==> src/rtl/bin2bcd_seq.sv <==
// Sequential binary to packed-BCD converter (shift-and-add-3), one shift per clock,
// with a leading-zero blanking mask for the downstream seven-segment scanner.
module bin2bcd_seq #(
  parameter int WIDTH  = 11,
  parameter int DIGITS = 8
) (
  input  logic                  CLK,
  input  logic                  rst,
  input  logic [WIDTH-1:0]      Di,
  input  logic                  start,
  output logic                  busy,
  output logic                  done,
  output logic [DIGITS*4-1:0]   show,
  output logic [DIGITS-1:0]     blank,
  output logic [1:0]            state_dbg
);

  // Handshake: start is level-sampled on every rising edge but accepted only while
  // busy=0; busy stays high from the accepting edge until the result edge, where
  // done pulses for one cycle and show/blank update. Requests while busy are dropped.

  typedef enum logic [1:0] {
    S_IDLE   = 2'd0,
    S_SHIFT  = 2'd1,
    S_FINISH = 2'd2
  } state_t;

  localparam int BCD_W = DIGITS * 4;
  localparam int SR_W  = BCD_W + WIDTH;
  localparam int CNT_W = (WIDTH > 1) ? $clog2(WIDTH) : 1;
  localparam logic [CNT_W-1:0]  LAST_ITER = CNT_W'(WIDTH - 1);
  localparam logic [DIGITS-1:0] BLANK_RST = {{(DIGITS-1){1'b1}}, 1'b0};

  state_t              state_q, state_d;
  logic [SR_W-1:0]     sr_q, sr_d;
  logic [CNT_W-1:0]    cnt_q, cnt_d;
  logic [BCD_W-1:0]    show_q, show_d;
  logic [DIGITS-1:0]   blank_q, blank_d;
  logic                done_q, done_d;
  logic [SR_W-1:0]     sr_adj;
  logic [DIGITS-1:0]   blank_calc;
  logic                zero_run;

  always_ff @(posedge CLK or posedge rst) begin
    if (rst) state_q <= S_IDLE;
    else     state_q <= state_d;
  end

  always_comb begin
    state_d = state_q;
    case (state_q)
      S_IDLE:   if (start) state_d = S_SHIFT;
      S_SHIFT:  if (cnt_q == LAST_ITER) state_d = S_FINISH;
      S_FINISH: state_d = S_IDLE;
      default:  state_d = S_IDLE;
    endcase
  end

  always_comb begin
    busy      = (state_q != S_IDLE);
    done      = done_q;
    show      = show_q;
    blank     = blank_q;
    state_dbg = state_q;
  end

  // Add-3 correction on every BCD nibble of the current register, before the shift.
  always_comb begin
    sr_adj = sr_q;
    for (int d = 0; d < DIGITS; d++) begin
      if (sr_q[WIDTH+4*d +: 4] >= 4'd5)
        sr_adj[WIDTH+4*d +: 4] = sr_q[WIDTH+4*d +: 4] + 4'd3;
    end
  end

  // Leading-zero run from the top digit down; digit 0 is never blanked.
  always_comb begin
    zero_run   = 1'b1;
    blank_calc = '0;
    for (int i = DIGITS - 1; i >= 0; i--) begin
      zero_run      = zero_run & (sr_q[WIDTH+4*i +: 4] == 4'd0);
      blank_calc[i] = zero_run;
    end
    blank_calc[0] = 1'b0;
  end

  always_comb begin
    sr_d    = sr_q;
    cnt_d   = cnt_q;
    show_d  = show_q;
    blank_d = blank_q;
    done_d  = 1'b0;
    case (state_q)
      S_IDLE: begin
        if (start) begin
          sr_d  = {{BCD_W{1'b0}}, Di};
          cnt_d = '0;
        end
      end
      S_SHIFT: begin
        sr_d  = {sr_adj[SR_W-2:0], 1'b0};
        cnt_d = cnt_q + CNT_W'(1);
      end
      S_FINISH: begin
        show_d  = sr_q[SR_W-1:WIDTH];
        blank_d = blank_calc;
        done_d  = 1'b1;
      end
      default: ;
    endcase
  end

  always_ff @(posedge CLK or posedge rst) begin
    if (rst) begin
      sr_q    <= '0;
      cnt_q   <= '0;
      show_q  <= '0;
      blank_q <= BLANK_RST;
      done_q  <= 1'b0;
    end else begin
      sr_q    <= sr_d;
      cnt_q   <= cnt_d;
      show_q  <= show_d;
      blank_q <= blank_d;
      done_q  <= done_d;
    end
  end

endmodule

==> config.mk <==
export PLATFORM = sky130hd
export DESIGN_NAME = bin2bcd_seq
export DESIGN_NICKNAME = d
export VERILOG_FILES = /design/src/rtl/bin2bcd_seq.sv
export SDC_FILE = /design/constraint.sdc
export NUM_CORES = 1
export LEC_CHECK = 0
export BUFFER_PORTS_ARGS = -buffer_cell sky130_fd_sc_hd__buf_2
export CAP_MARGIN = 30
export CORE_ASPECT_RATIO = 0.75
export CORE_MARGIN = 5
export CORE_UTILIZATION = 57
export DETAILED_ROUTE_END_ITERATION = 6
export PLACE_DENSITY = 0.79
export SLEW_MARGIN = 10
export SYNTH_ARGS = -nofsm -noshare
export SYNTH_HDL_FRONTEND = slang
export SYNTH_SLANG_ARGS = --single-unit
export TNS_END_PERCENT = 5
==> constraint.sdc <==
create_clock -name CLK -period 3.5 [get_ports CLK]
set_input_delay 0.525 -clock CLK [delete_from_list [all_inputs] [get_ports CLK]]
set_output_delay 0.525 -clock CLK [all_outputs]
set_load 0.03 [all_outputs]
# ---- Word level (Yosys, flattened, before mapping)
# Cells that the tools add are included.
dict set report totals {
  ff_bits 89
  in_bits 14
  output_inout_bits 44
  word_cells 62
}
dict set report classes {
  add_sub_neg 9
  order_cmp 8
  n_eq_ne 5
  muxes 16
  bitwise 6
  reduce_logical 12
}
# operator n
set op_table {}
lappend op_table {{$pmux 43 s2} 1}
lappend op_table {{$mux 43} 1}
lappend op_table {{$ge 4x3->1 const B} 8}
lappend op_table {{$mux 4} 8}
lappend op_table {{$add 4x2->4 const B} 7}
lappend op_table {{$logic_not 4->1} 7}
lappend op_table {{$pmux 4 s2} 1}
lappend op_table {{$and 1x1->1} 6}
lappend op_table {{$add 4x1->4 const B} 1}
lappend op_table {{$eq 4x4->1 const B} 1}
lappend op_table {{$mux 2} 2}
lappend op_table {{$ne 2x2->1 const B} 2}
lappend op_table {{$pmux 2 s2} 1}
lappend op_table {{$reduce_and 2->1} 2}
lappend op_table {{$reduce_bool 2->1} 2}
lappend op_table {{$add 3x2->3 const B} 1}
lappend op_table {{$mux 3} 1}
lappend op_table {{$eq 2x1->1 const B} 1}
lappend op_table {{$eq 2x2->1 const B} 1}
lappend op_table {{$logic_not 2->1} 1}
lappend op_table {{$mux 1} 1}

# ---- Logic depth before layout (Yosys ltp)
# Gate-level depths: netlist (run 1).
dict set report logic_depth {
  depth_word 7
  mapped_depth 6
  mapped_depth_nobuf 6
}

# ---- Worst setup path before layout (run 1)
# Ideal clock, no wire load.
dict set report synth_timing {
  path_kind {register to output}
  from {register state_q[1], in the netlist state_dbg[1]}
  to {output port busy}
  arrival_ns 1.260
  required_ns 2.975
  slack_ns 1.715
  path_stages_with_launch 4
  path_buffers 2
  cell_sequence {dfrtp_1 buf_4 clkbuf_1 or2_2}
}
dict set report synth_between {
  elab_chain_cells 1
}
# item line_no
set synth_lines {}
lappend synth_lines {{start, declared} 34} ;# state_t state_q, state_d;
lappend synth_lines {{start signal, assigned} 46} ;# else state_q <= state_d;
lappend synth_lines {{$reduce_bool 2->1} 60} ;# busy = (state_q != S_IDLE);
lappend synth_lines {{end, declared} 11} ;# output logic busy,
# No other way between the ends.

# ---- Worst setup path after layout (run 1)
# Same ends and word-level chain as after synthesis.

==> impl_metrics.csv, run 1 <==
group,metric,value,unit
power,vdd_drop_max,0.448,mV
yosys,synth_xor_area_share,1.82,%
worst_setup_path,critPathSlowestCell,"dfrtp_1",
timing,period_share,60.5,%
flow_run,maxCapViolCount,0,
clock_tree,clock_path_buffers,2,
global_routing,grt_max_degree,52,
yosys,syn_area_per_cell,10.2,um^2
floorplan,die-area,9450,um^2
floorplan,rows,27,
global_routing,grt_antenna_before_repair,0,
yosys,syn_inst,424,
finish,multiInputGateArea,1870,um^2
yosys,synth_area,4320,um^2
timing,rsz0062_at_grt,"no",
route,first_pass_iters,5,
yosys,synth_top_area_cell,"dfrtp_1",
timing,finalMaxSlewViolations,0,
worst_setup_path,reg2reg_to,"sr_q[6]",
worst_setup_path,worstPathRequired,2970,ps
clock_tree,postCtsResizedCells,0,
floorplan,die_x,111,um
placed_design,dp_hpwl,6.23,mm
clock_tree,cts_tree,"done",
placed_design,gp_congestion,0.822,
yosys,yosys-top-cells-area,"dfrtp_1 47%, ha_1 6.9%, nand2_1 6.9%, dfstp_2 4.3%, a21oi_1 3.0%",
yosys,synthMuxAreaShare,2.08,%
clock_tree,cts.htree.levels,3,
timing,relSlewSlack,50.3,%
yosys,synth_top_family_by_area,"compound AO/OA/AOI/OAI gates",
worst_setup_path,crit_buf_inv,1,
finish,fin_area,4860,um^2
route,wl,9.24,mm
timing,fin_skew,14.0,ps
route,ant_nets,0,
yosys,synth_nets,462,
worst_setup_path,r2r-start,"state_dbg[0]",
power,power-per-cell-area,917,nW/um^2
worst_setup_path,setup.worst_path.start,"state_dbg[1]",
finish,nFillCells,599,
yosys,seq_area_frac_synth,51.7,%
hold_path,hp-class,"in2async",
clock_tree,post_cts_buffers,0,
route,via_count,3254,
placed_design,io_buffers,56,
yosys,ys_types,40,
timing,worst_pin_slew,744,ps
power,total_power,4450,uW
worst_setup_path,crit_arrival,1590,ps
timing,setup_violations,0,
timing,fmax,472,MHz
worst_setup_path,critical_path.top_delay_family,"flip-flops",
timing,fin_hold_ws,235,ps
worst_setup_path,end_kind,"output pin",
timing,timing.final.hold_violations,0,
timing,tns,0,ps
yosys,yosysTopAreaCellShare,47.5,%
yosys,synth_fa_ha_area_share,6.94,%
worst_setup_path,reg2reg_setup_slack,1510,ps
floorplan,die_h,85.4,um
worst_setup_path,r2r_cells,4,
clock_tree,clock-sinks,89,
route,avgViaCountPerCell,5.63,
worst_setup_path,crit_fanout,21,
route,post-route-drc-count,0,
global_routing,grt_pass1_wl,16.0,mm
yosys,synth-simple-area-share,14.8,%
clock_tree,holdBufCountCts,0,
finish,final_common_cell,"dfrtp_1",
status,status,"completed",
floorplan,start_util,58.7,%
global_routing,grt_overflow,0,
finish,area_growth,12.3,%
route,avgRoutedWirePerCell,16.0,um
clock_tree,cts_root_buf,"clkbuf_8",
finish,seqCellArea,2240,um^2
finish,layout_common_cells,"82 x dfrtp_1, 79 x nand2_1, 56 x buf_2, 26 x a21oi_1, 24 x ha_1",
route,drt_iter0_markers,204,
clock_tree,clock_latency,360,ps
yosys,synth_seq_cells,89,
global_routing,grt_pass1_vias,3308,
floorplan,io-pin-count,58,
finish,layout-drive-gt1-share,19.3,%
worst_setup_path,cp_cell_sequence,"or2_2 -> buf_2",
timing,period_minus_slack,2120,ps
clock_tree,clk_pin_slew,90,ps
global_routing,grtUsageTotal,20.7,%
worst_setup_path,worstSetupPathType,"reg2out",
finish,nNetsFinal,510,
yosys,synth-compound-area-share,17.4,%
finish,antenna_cells,0,
worst_setup_path,cp-start-kind,"register",
power,leakage,0.00240,uW
finish,utilization,65.9,%
yosys,yosys_warnings,0,
worst_setup_path,slowest_delay,650,ps
placed_design,placed_cell_area,4620,um^2
clock_tree,numCtsBuffers,9,
floorplan,core_area,7360,um^2
logic make-up (layout without fill, tap and decap cells):
| logic type | after synthesis | after routing |
|---|---|---|
| AND/OR/NAND/NOR | 130 | 130 |
| XOR/XNOR | 9 | 9 |
| AO/OA/AOI/OAI | 120 | 120 |
| multiplexers | 9 | 9 |
| buffers and inverters | 42 | 95 |
| flip-flops | 89 | 89 |
| other | 1 | 1 |
| adder cells (fa/ha/maj) | 24 | 24 |
stage by stage:
stage | instances | setup WS (ps)
2_1_floorplan | 424 | 680
6_report | 578 | 1380
3_3_place_gp | 561 | 1380
5_1_grt | 578 | 1290
3_5_place_dp | 561 | 1340
4_1_cts | 577 | 1330
synthesized netlist by cell type:
master / count
nor3b_2: 1
o31ai_1: 8
buf_2: 9
a22o_1: 11
nor3_1: 3
or2_2: 1
o21ai_0: 23
xor2_1: 1
buf_4: 5
conb_1: 1
mux2i_1: 9
dfrtp_1: 82
nor4_2: 1
nand2b_4: 1
inv_2: 1
o22ai_1: 14
o21ai_1: 18
a21oi_1: 26
xnor2_1: 8
inv_1: 18
nand4b_1: 1
or3_1: 1
a22oi_1: 10
nor2_4: 1
a32o_1: 8
nor2b_1: 14
nand3_1: 2
clkbuf_1: 4
dfstp_2: 7
or2_1: 1
nand2_1: 79
nor3b_1: 8
nor2_2: 1
nand4_1: 1
ha_1: 24
o32ai_1: 1
nand2b_1: 11
nor2_1: 3
buf_6: 5
a21o_1: 1
per-layer routing:
layer  routed length (um)  share of wire (%)  GRT usage, %
met5                    0                  0             0
met4                  105                1.1          4.36
met3                  472                5.1          6.56
met2                 4350                 47          33.4
met1                 4310                 47          27.9
final cells by class:
| class | count | area share [%] |
|---|---|---|
| well taps | 101 | 2.60 |
| clock inverters | 7 | 2.09 |
| multi-input cells | 293 | 38.4 |
| clock buffers | 9 | 2.55 |
| repair buffers | 60 | 6.80 |
| flip-flops and latches | 89 | 46.0 |
| inverters | 19 | 1.49 |
flip-flops by register name, summed over array words and instances (netlist names):
| register | flops |
|---|---|
| cnt_q | 4 |
| state_dbg | 2 |
| show | 32 |
| blank | 7 |
| done | 1 |
| sr_q | 43 |
worst max path at each step:
| stage | endpoint | depth (start not counted) |
|---|---|---|
| after floorplan | cnt_q[0] | 1 |
| after global placement | sr_q[18] | 3 |
| after detailed placement | sr_q[34] | 3 |
| after CTS | sr_q[42] | 3 |
| after global routing | busy | 2 |
| final | busy | 2 |
power breakdown:
| part | internal, uW | switching, uW |
|---|---|---|
| Combinational | 786 | 1150 |
| Clock | 408 | 379 |
| Sequential | 1400 | 329 |
(Power assumes the default switching activity.)
==> inputs of run 2 (changes only) <==
- clock period: 3.5 -> 2.1 ns (I/O delays scaled with it)
==> impl_metrics.csv, run 2 (synthesis gave the netlist of run 1 again) <==
group,metric,value,unit
status,status,"completed",
worst_setup_path,worstSetupPathType,"reg2out",
timing,relSlewSlack,49.2,%
route,avgRoutedWirePerCell,15.9,um
finish,layout_common_cells,"82 x dfrtp_1, 79 x nand2_1, 56 x buf_2, 26 x a21oi_1, 24 x ha_1",
global_routing,use_met3,6.06,%
placed_design,gp_congestion,0.789,
route,first_pass_iters,4,
worst_setup_path,slowest_delay,510,ps
placed_design,dp_hpwl,6.24,mm
flow_run,maxCapViolCount,0,
global_routing,grtUsageMet1,29.1,%
clock_tree,post_cts_buffers,0,
global_routing,top_usage_layer,"met2",
power,vdd_drop_max,0.649,mV
worst_setup_path,setup.worst_path.start,"state_dbg[0]",
finish,multiInputGateArea,1870,um^2
route,avgViaCountPerCell,5.58,
power,power-per-cell-area,1530,nW/um^2
timing,worst_pin_slew,761,ps
timing,finalMaxSlewViolations,0,
floorplan,core_area,7360,um^2
route,ant_nets,0,
finish,antenna_cells,0,
power,leakage,0.00243,uW
worst_setup_path,cp-start-kind,"register",
route,post-route-drc-count,0,
worst_setup_path,worstPathRequired,1780,ps
route,wl,9.30,mm
power,total_power,7480,uW
clock_tree,holdBufCountCts,0,
timing,fmax,532,MHz
timing,period_minus_slack,1880,ps
worst_setup_path,critical_path.top_delay_family,"flip-flops",
global_routing,grt_max_degree,90,
clock_tree,clock_latency,360,ps
finish,nNetsFinal,516,
global_routing,grt_pass1_vias,3303,
worst_setup_path,cp_cell_sequence,"buf_4 -> or2_2 -> buf_2",
timing,setup_violations,0,
finish,nFillCells,626,
clock_tree,cts_tree,"done",
floorplan,rows,27,
worst_setup_path,crit_arrival,1560,ps
timing,fin_hold_ws,65.5,ps
route,via_count,3260,
worst_setup_path,critPathSlowestCell,"dfrtp_1",
finish,final_common_cell,"dfrtp_1",
timing,tns,0,ps
timing,rsz0062_at_grt,"no",
finish,layout-drive-gt1-share,20.3,%
global_routing,grt_antenna_before_repair,0,
clock_tree,clock_path_buffers,2,
worst_setup_path,end_kind,"output pin",
placed_design,pre_cts_slack,367,ps
floorplan,die_h,85.4,um
clock_tree,clock-sinks,89,
timing,period_share,89.4,%
placed_design,io_buffers,56,
clock_tree,cts.htree.levels,3,
timing,timing.final.hold_violations,0,
floorplan,start_util,58.7,%
clock_tree,numCtsBuffers,9,
global_routing,grtUsageTotal,21.0,%
floorplan,die-area,9450,um^2
global_routing,grt_overflow,0,
clock_tree,postCtsResizedCells,0,
worst_setup_path,r2r-start,"state_dbg[1]",
clock_tree,cts_root_buf,"clkbuf_8",
finish,area_growth,13.3,%
worst_setup_path,crit_buf_inv,2,
finish,largest_reg_flops,43,
global_routing,grt_pass1_wl,16.3,mm
timing,fin_skew,8.45,ps
floorplan,die_x,111,um
timing,layout_setup_ws,222,ps
route,drt_iter0_markers,245,
floorplan,io-pin-count,58,
hold_path,hp-class,"in2async",
finish,seqCellArea,2240,um^2
worst_setup_path,crit_fanout,11,
global_routing,met2_usage,33.3,%
clock_tree,clk_pin_slew,90,ps
finish,top_register,"sr_q",
==> run 2: cell count changes in the layout (fill, tap and decap cells not counted) <==
cell | previous run | this run
buf_8 | 1 | 0
inv_6 | 2 | 1
buf_4 | 2 | 9
clkbuf_8 | 9 | 10
==> run 2: power breakdown <==
group	internal, uW	switching (uW)	leakage, uW
registers	2330	540	0.00115
logic	1340	1950	0.00117
clock network	707	618	0.000113
total	4370	3100	0.00243
==> run 2: per-layer routing <==
layer	wire length (um)	share of wire, %
met4	47	0.51
met1	4270	46
met5	0	0
met3	527	5.7
met2	4450	48
==> run 2: worst min-delay path: stages <==
cell	delay, ps
buf_2	110
clkinvlp_4	70
buf_12	360
==> run 2: layout make-up <==
| cell class | count | share of cell area (%) |
|---|---|---|
| clock inverter | 6 | 1.84 |
| tap | 101 | 2.58 |
| timing repair buffer | 66 | 7.51 |
| inverter | 19 | 1.53 |
| clock buffer | 10 | 2.81 |
| sequential | 89 | 45.6 |
| multi-input combinational | 293 | 38.1 |
==> run 2: through the flow <==
| step | area (um^2) | cells | utilization, % |
|---|---|---|---|
| after floorplan | 4330 | 424 | - |
| after global placement | 4670 | 568 | 63.4 |
| after detailed placement | 4670 | 568 | 63.4 |
| after CTS | 4900 | 584 | 66.5 |
| after global routing | 4900 | 584 | 66.5 |
| final | 4900 | 584 | 66.5 |
==> run 2: worst paths after layout <==
kind	end	slack [ps]	cells after the start
max in group asynchronous	blank[1]	1650	3
min in group CLK	sr_q[5]	230	3
worst max-delay path	busy	220	3
worst min-delay path	show[22]	70	3
worst min register to register	blank[4]	470	2
worst max register to register	sr_q[3]	320	4
